===== src/rtl/seg7_scan_pkg.sv =====
// Shared definitions for the seven-segment scanner: active-low segment patterns,
// the anode-off code and the per-frame shadow register layout.
package seg7_scan_pkg;

    // Segment bit 0 = a ... bit 6 = g, active-low.
    localparam logic [6:0] SEG_0    = 7'b1000000;
    localparam logic [6:0] SEG_1    = 7'b1111001;
    localparam logic [6:0] SEG_2    = 7'b0100100;
    localparam logic [6:0] SEG_3    = 7'b0110000;
    localparam logic [6:0] SEG_4    = 7'b0011001;
    localparam logic [6:0] SEG_5    = 7'b0010010;
    localparam logic [6:0] SEG_6    = 7'b0000010;
    localparam logic [6:0] SEG_7    = 7'b1111000;
    localparam logic [6:0] SEG_8    = 7'b0000000;
    localparam logic [6:0] SEG_9    = 7'b0010000;
    localparam logic [6:0] SEG_DASH = 7'b0111111;
    localparam logic [6:0] SEG_OFF  = 7'b1111111;

    localparam logic [3:0] AN_OFF   = 4'b1111;

    typedef struct packed {
        logic [3:0][3:0] digit;       // digit[3] = thosent ... digit[0] = ones
        logic            blank_lz;
        logic [3:0]      blink_mask;
        logic [3:0]      dp_mask;
    } shadow_t;

    function automatic logic [3:0] an_select(input logic [1:0] idx);
        return ~(4'b0001 << idx);
    endfunction

endpackage


===== src/rtl/seg7_decode.sv =====
// BCD to active-low seven-segment pattern; codes 10-15 render as a dash.
module seg7_decode
    import seg7_scan_pkg::*;
(
    input  logic [3:0] code,
    output logic [6:0] pattern
);

    always_comb begin
        case (code)
            4'd0:    pattern = SEG_0;
            4'd1:    pattern = SEG_1;
            4'd2:    pattern = SEG_2;
            4'd3:    pattern = SEG_3;
            4'd4:    pattern = SEG_4;
            4'd5:    pattern = SEG_5;
            4'd6:    pattern = SEG_6;
            4'd7:    pattern = SEG_7;
            4'd8:    pattern = SEG_8;
            4'd9:    pattern = SEG_9;
            default: pattern = SEG_DASH;
        endcase
    end

endmodule


===== src/rtl/seg7_scan.sv =====
// Four-digit multiplexed seven-segment driver with per-frame shadow capture,
// leading-zero blanking, per-digit blink and decimal points. All pins registered.
module seg7_scan
    import seg7_scan_pkg::*;
#(
    parameter int REFRESH_DIV  = 12500,
    parameter int BLANK_CYC    = 250,
    parameter int BLINK_FRAMES = 100
)(
    input  logic       clk,
    input  logic       rst_n,
    input  logic [3:0] thosent,
    input  logic [3:0] hundred,
    input  logic [3:0] tens,
    input  logic [3:0] ones,
    input  logic       blank_lz,
    input  logic [3:0] blink_mask,
    input  logic [3:0] dp_mask,
    output logic [3:0] an,
    output logic [6:0] seg,
    output logic       dp,
    output logic       frame_tick
);

    localparam int CW = $clog2(REFRESH_DIV);
    localparam int BW = (BLINK_FRAMES > 1) ? $clog2(BLINK_FRAMES) : 1;
    localparam logic [CW-1:0] SLOT_LAST  = CW'(REFRESH_DIV - 1);
    localparam logic [CW-1:0] BLANK_END  = CW'(BLANK_CYC);
    localparam logic [BW-1:0] BLINK_LAST = BW'(BLINK_FRAMES - 1);

    logic [CW-1:0] slot_cnt, slot_cnt_nxt;
    logic [1:0]    idx, idx_nxt;
    shadow_t       shadow, shadow_nxt;
    logic [BW-1:0] blink_cnt, blink_cnt_nxt;
    logic          blink_phase, blink_phase_nxt;
    logic          capture;

    logic [3:0]    digit_code;
    logic [6:0]    pattern;
    logic [3:0]    digit_zero;
    logic [3:0]    zero_from;
    logic          suppress;
    logic [3:0]    an_nxt;

    always_comb begin
        // NOTE: every signal driven here gets a default first, so no latch can be inferred.
        slot_cnt_nxt    = slot_cnt + CW'(1);
        idx_nxt         = idx;
        capture         = 1'b0;
        shadow_nxt      = shadow;
        blink_cnt_nxt   = blink_cnt;
        blink_phase_nxt = blink_phase;

        if (slot_cnt == SLOT_LAST) begin
            slot_cnt_nxt = '0;
            idx_nxt      = idx - 2'd1;
            capture      = (idx == 2'd0);
        end

        if (capture) begin
            shadow_nxt.digit      = {thosent, hundred, tens, ones};
            shadow_nxt.blank_lz   = blank_lz;
            shadow_nxt.blink_mask = blink_mask;
            shadow_nxt.dp_mask    = dp_mask;
            if (blink_cnt == BLINK_LAST) begin
                blink_cnt_nxt   = '0;
                blink_phase_nxt = ~blink_phase;
            end else begin
                blink_cnt_nxt   = blink_cnt + BW'(1);
            end
        end
    end

    // Output registers are loaded from next-state values so the pins line up
    // with the slot counter and pick up freshly captured shadows immediately.
    assign digit_code = shadow_nxt.digit[idx_nxt];

    always_comb begin
        for (int i = 0; i < 4; i++) begin
            digit_zero[i] = (shadow_nxt.digit[i] == 4'd0);
        end
    end

    assign zero_from = {digit_zero[3],
                        &digit_zero[3:2],
                        &digit_zero[3:1],
                        &digit_zero[3:0]};

    assign suppress = (shadow_nxt.blank_lz && (idx_nxt != 2'd0) && zero_from[idx_nxt])
                   || (shadow_nxt.blink_mask[idx_nxt] && !blink_phase_nxt);

    assign an_nxt = ((slot_cnt_nxt >= BLANK_END) && !suppress) ? an_select(idx_nxt) : AN_OFF;

    seg7_decode u_decode (
        .code    (digit_code),
        .pattern (pattern)
    );

    always_ff @(posedge clk or negedge rst_n) begin
        if (!rst_n) begin
            slot_cnt    <= '0;
            idx         <= 2'd3;
            shadow      <= '0;
            blink_cnt   <= '0;
            blink_phase <= 1'b1;
            an          <= AN_OFF;
            seg         <= SEG_OFF;
            dp          <= 1'b1;
            frame_tick  <= 1'b0;
        end else begin
            // NOTE: state uses non-blocking assignments so every register sees pre-edge values.
            slot_cnt    <= slot_cnt_nxt;
            idx         <= idx_nxt;
            shadow      <= shadow_nxt;
            blink_cnt   <= blink_cnt_nxt;
            blink_phase <= blink_phase_nxt;
            an          <= an_nxt;
            // Shadow and index only move at slot boundaries, so seg/dp settle there.
            seg         <= pattern;
            dp          <= ~shadow_nxt.dp_mask[idx_nxt];
            frame_tick  <= capture;
        end
    end

endmodule


===== config.mk =====
export PLATFORM = sky130hd
export DESIGN_NAME = seg7_scan
export DESIGN_NICKNAME = d
export VERILOG_FILES = /design/src/rtl/seg7_scan_pkg.sv /design/src/rtl/seg7_decode.sv /design/src/rtl/seg7_scan.sv
export SDC_FILE = /design/constraint.sdc
export NUM_CORES = 1
export LEC_CHECK = 0
export ABC_AREA = 0
export CAP_MARGIN = 20
export CORE_UTILIZATION = 51
export CTS_CLUSTER_SIZE = 24
export DETAILED_ROUTE_END_ITERATION = 8
export MAX_ROUTING_LAYER = met4
export PLACE_DENSITY = 0.77
export RECOVER_POWER = 100
export SYNTH_ARGS = -nofsm -noshare
export SYNTH_HDL_FRONTEND = slang
export SYNTH_HIERARCHICAL = 1
export SYNTH_SLANG_ARGS = --single-unit

===== constraint.sdc =====
create_clock -name clk -period 3.04 [get_ports clk]
set_clock_uncertainty 0.05 [all_clocks]
set_input_delay 0.456 -clock clk [delete_from_list [all_inputs] [get_ports clk]]
set_output_delay 0.456 -clock clk [all_outputs]
set_load 0.05 [all_outputs]

# Yosys cells after proc, flatten, opt, wreduce, memory -nomap -nowiden

Memories as Yosys holds them, arrays and structs flattened. A register that Yosys moved wholly into a read port is not among the register bits.
Cells that the tools add are included.

$add $sub $neg: 3
Multiply operators: 0
Div/mod/pow operators: 0
Order comparisons: 2
Eq/ne operators: 2
Shift-type cells: 1
Muxes and demuxes: 16
Bitwise gates (word level): 3
Reduce and logical (&&, ||, !) cells: 17

Operators with widths:

| operator                                                            | number |
|---|---|
| 2-to-1 mux 25 bit                                                   | 1 |
| zero test 4 bit                                                     | 4 |
| adder 14 x 1 -> 14 bit (second input constant)                      | 1 |
| equality test 14 bit (second input constant)                        | 1 |
| greater-or-equal comparator 14 x 8 -> 1 bit (second input constant) | 1 |
| 2-to-1 mux 14 bit                                                   | 1 |
| binary-select mux 4 bit (select 2 bit)                              | 1 |
| 2-to-1 mux 4 bit                                                    | 2 |
| adder 7 x 1 -> 7 bit (second input constant)                        | 1 |
| equality test 7 bit (second input constant)                         | 1 |
| 2-to-1 mux 7 bit                                                    | 1 |
| binary-select mux 1 bit (select 2 bit)                              | 3 |
| 2-to-1 mux 1 bit                                                    | 6 |
| logical AND 1 bit                                                   | 4 |
| NOT 4 bit                                                           | 1 |
| AND reduction 4 bit                                                 | 1 |
| << shifter 1 x 2 -> 4 bit (first input constant)                    | 1 |
| zero test 1 bit                                                     | 3 |
| less-than comparator 2 x 3 -> 1 bit (second input constant)         | 1 |
| AND reduction 3 bit                                                 | 1 |
| zero test 2 bit                                                     | 1 |
| 2-to-1 mux 2 bit                                                    | 1 |
| NOT 1 bit                                                           | 2 |
| AND reduction 2 bit                                                 | 1 |
| 3 further kinds                                                     | 3 |

Register bits after elaboration: 55
Bits in latches: 0
RAM bits: 0
Bits in read-only memories: 112
Output and inout port bits: 13
Word-level logic and storage cells: 59
Memories: 1

Memories:

| name             | depth | width | rd ports | clocked after Yosys merged registers in | write ports | line              | text |
|---|---|---|---|---|---|---|---|
| (name not given) | 16    | 7     | 1        | 1                                       | 0           | seg7_decode.sv:10 | `case (code)` |

# Logic depth before layout (Yosys ltp)

Depth in word-level cells: 12
Depth in mapped cells: 15

# Modules after synthesis

Netlist, hierarchy kept.

Modules (own cells, without submodules):

| module      | instances | cells each | area each (um^2) | seq. area each (um^2) |
|---|---|---|---|---|
| seg7_scan   | 1         | 303        | 3183.1           | 1570.3 |
| seg7_decode | 1         | 31         | 240.2            | 0.0 |

# Worst setup path before layout

OpenSTA, ideal clock, no wires.

Path kind: register to register
From: register idx[0]
To: register an[3]
Data arrival time: 2.762 ns
Path slack: 0.149 ns
Stages on the path, launching flop included: 9
Buffers on the path: 1
Period minus slack after synthesis: 2.891 ns
Cells stage by stage: dfstp_2 > clkbuf_1 > inv_1 > ha_1 > mux4_2 > mux4_2 > and3b_1 > a211oi_2 > nand2_1

Longest elaborated chain between the ends: 12

RTL lines:

| element                                     | line             | text |
|---|---|---|
| start, declared                             | seg7_scan.sv:32  | `logic [1:0] idx, idx_nxt;` |
| start signal, assigned                      | seg7_scan.sv:113 | `idx <= idx_nxt;` |
| zero test 2 bit                             | seg7_scan.sv:57  | `capture = (idx == 2'd0);` |
| 2-to-1 mux 1 bit                            | seg7_scan.sv:54  | `if (slot_cnt == SLOT_LAST) begin` |
| 2-to-1 mux 25 bit                           | seg7_scan.sv:60  | `if (capture) begin` |
| zero test 4 bit                             | seg7_scan.sv:80  | `digit_zero[i] = (shadow_nxt.digit[i] == 4'd0);` |
| AND reduction 4 bit (tied with other cells) | seg7_scan.sv:87  | `&digit_zero[3:0]};` |
| binary-select mux 1 bit (select 2 bit)      | seg7_scan.sv:89  | `assign suppress = (shadow_nxt.blank_lz && (idx_nxt != 2'd0) && zero_from[idx_nxt])` |
| 2-to-1 mux 1 bit (implied by the code)      | seg7_scan.sv:89  |  |
| logical AND 1 bit                           | seg7_scan.sv:89  |  |
| logical OR 1 bit                            | seg7_scan.sv:90  | `\|\| (shadow_nxt.blink_mask[idx_nxt] && !blink_phase_nxt);` |
| zero test 1 bit                             | seg7_scan.sv:92  | `assign an_nxt = ((slot_cnt_nxt >= BLANK_END) && !suppress) ? an_select(idx_nxt) : AN_OFF;` |
| logical AND 1 bit                           | seg7_scan.sv:92  |  |
| 2-to-1 mux 4 bit (*)                        | seg7_scan.sv:92  |  |
| via an_nxt[3]                               | seg7_scan.sv:43  | `logic [3:0] an_nxt;` |
| end signal, assigned                        | seg7_scan.sv:117 | `an <= an_nxt;` |
| end, declared                               | seg7_scan.sv:19  | `output logic [3:0] an,` |

The timed path passes the listed nets; every way through them passes the cells marked *. The select of a mux whose other input is x is not followed.
A chain may end at the register's enable or synchronous reset.

# Worst setup path after layout

Ends and elaborated chain as after synthesis.

==> metrics <==
run status finished, violations left; failing checks design-rule violations, max-capacitance violations, max-slew violations; critical path class reg2reg; Combinational Power Share 4.0%; num rows 29; clk slew on worst S/H paths 0.08 ns; drt wl/cell 16.0 µm; drt drc 2; fin. max-slew vios 32; GRT overflow 0; WP data arrival 3.12 ns; Net Sw Power 382 µW; Area growth syn-to-layout 18.5%; Hold WC Path Type reg2reg; total core area 6420 µm²; r2r startpoint idx[0]; Total GRT Usage 24.2%; Required @ worst endpoint 3.26 ns; clock share of power 45.0%; drt pass-1 iters 6; Final ANT Viol Nets 0; Slew HR -10.7%; Reg2Reg Capture Point an[3]; die width 83.9 µm; Worst R2R Setup Slack 0.14 ns; Mapped Area 3420 µm²; Flop pwr share 51.0%; Max Buffers Root-to-Sink 2; Synth warnings 6; setup_tns 0 ns; Cell variety after synth 62; RSZ-0062 raised after global routing false; first-pass GRT wire length 12700 µm; Max Freq 345 MHz; pin count of the biggest net entering global routing 33; fin crit share 95.3%; total die area 7040 µm²; max-cap violations 1; port buffer count 39; Worst IR Drop VDD 0.277 mV; nature of the critical path endpoint flip-flop; TritonCTS Buffers 9; syn_nets 369; main flop type after synthesis dfrtp_1; Worst Setup EP an[3]; routed via count 2606; Commonest cells post-synth nand2_1, dfrtp_1, nor2_1; final net count 417; I/O pin count 40; top cells by area, synth dfrtp_1, dfstp_2, nand2_1; Cells after Synth 334; starting density of the core 53.3%; fin crit period 2.90 ns; initial detailed-routing violation count 166; register bit total from synthesis 62; clock sink total 62; H-tree Lvls 3; Power Dens Cells 401 nW/µm²; CTS tree done; vias per cell 5.62; worst-margin pin slew 1.66 ns; n_diodes 0; share of the synthesized area in the top cell type 34.4%; DP Worst Slack 0.0708 ns; register area share after synthesis 45.9%; Crit Path Max Fanout 9; R2R cell count 7; Critical Path Start idx[0]; latest clock arrival within the worst-skew pair 0.35 ns; GP Congestion 0.845; initial antenna violation count 0; die height 83.9 µm; async set-or-reset flop fraction in the synthesized netlist 100%; CTS root buf clkbuf_8; Hold Fails Final Rpt 0; leak pwr 1.71 nW; Pint 1.25 mW; top-count cell post-synth nand2_1; hpwl dp 5240 µm; share of cells above drive strength 1 18.6%; Fin Hold WS 0.426 ns; Setup Viol. Count Final 0; Post-synth EDFFs 0; Critical Path Source Type flip-flop; final worst slack 0.142 ns; Post-Route WL 7410 µm; vias in the first global route 2679; syn avg cell area 10.2 µm²; area leader, netlist dfrtp_1; Sw Ratio 23.4%
-- layer usage --
layer	share of wire, %	track usage [%]	vias to the layer above
li1	-	-	1248
met1	45	30.7	1284
met2	49	37.6	60
met3	3.7	3.96	14
met4	2.3	12.2	0
met5	0	-	-
-- per-stage QoR --
| step | instance area [µm²] | cells | utilization, % | total power, mW |
|---|---|---|---|---|
| floorplan | 3420 | 334 | - | 0.857 |
| global placement | 3890 | 447 | 60.6 | 0.916 |
| detailed placement | 3890 | 447 | 60.6 | 0.916 |
| finish | 4060 | 464 | 63.2 | 1.63 |
| CTS | 4090 | 463 | 63.7 | 1.65 |
| global route | 4060 | 464 | 63.2 | 1.69 |
-- sequential cells by signal, indices dropped and copies added (netlist names) --
register and flops:
an 4, blink_cnt 7, blink_phase 1, dp 1, frame_tick 1, idx 2
seg 7, shadow 25, slot_cnt 14
-- worst max-delay path, cell delays in order, from the launching register on --
cell	delay, ns
dfstp_2	0.63
inv_1	0.14
ha_2	0.44
mux4_2	0.51
mux4_2	0.48
and3b_1	0.23
a211oi_2	0.22
nand2_1	0.12
-- layout make-up --
| cell class | instances | area, µm² |
|---|---|---|
| clock buffer | 9 | 124 |
| timing repair buffer | 57 | 498 |
| clock inverter | 7 | 73.8 |
| tap | 77 | 96.3 |
| multi-input combinational | 241 | 1650 |
| sequential | 62 | 1570 |
| inverter | 11 | 43.8 |
| fill | 525 | 2370 |
-- timing repair --
action                     CTS  global route
buffers inserted             0             0
setup endpoints to repair    0            11
hold buffers                 0             0
resized for setup            0             5
-- power by group through the flow --
stage	Clock [mW]	Sequential [mW]	Combinational, mW
after floorplan	0	0.848	0.00932
after global placement	0	0.845	0.0714
after detailed placement	0	0.845	0.0710
after CTS	0.744	0.830	0.0710
after global routing	0.787	0.830	0.0713
final	0.732	0.830	0.0649
-- cells in the final DEF (no fill, tap or decap), drive strengths merged, types with 12 or more instances in the layout --
cell type and count:
nand2 82, dfrtp 47, clkdlybuf4s50 25, nor2 16
clkbuf 16, dfstp 15, xnor2 14, dlygate4sd3 13
buf 12, inv 12
-- logic make-up after synthesis --
family,share of synthesized area (%)
AND/OR/NAND/NOR,24.5
multiplexers,9.83
XOR/XNOR,5.08
buffers and inverters,5.85
AO/OA/AOI/OAI,5.99
flip-flops,45.9
adder cells (fa/ha/maj),2.92
-- worst min-delay path by stage --
| stage | startpoint | endpoint | depth (start not counted) |
|---|---|---|---|
| floorplan | rst_n | blink_cnt[0] | 0 |
| global placement | shadow[12] | shadow[12] | 2 |
| detailed placement | shadow[12] | shadow[12] | 2 |
| CTS | rst_n | shadow[4] | 1 |
| global route | shadow[2] | shadow[2] | 1 |
| finish | shadow[12] | shadow[12] | 2 |
Power figures use the tool's default switching activity.
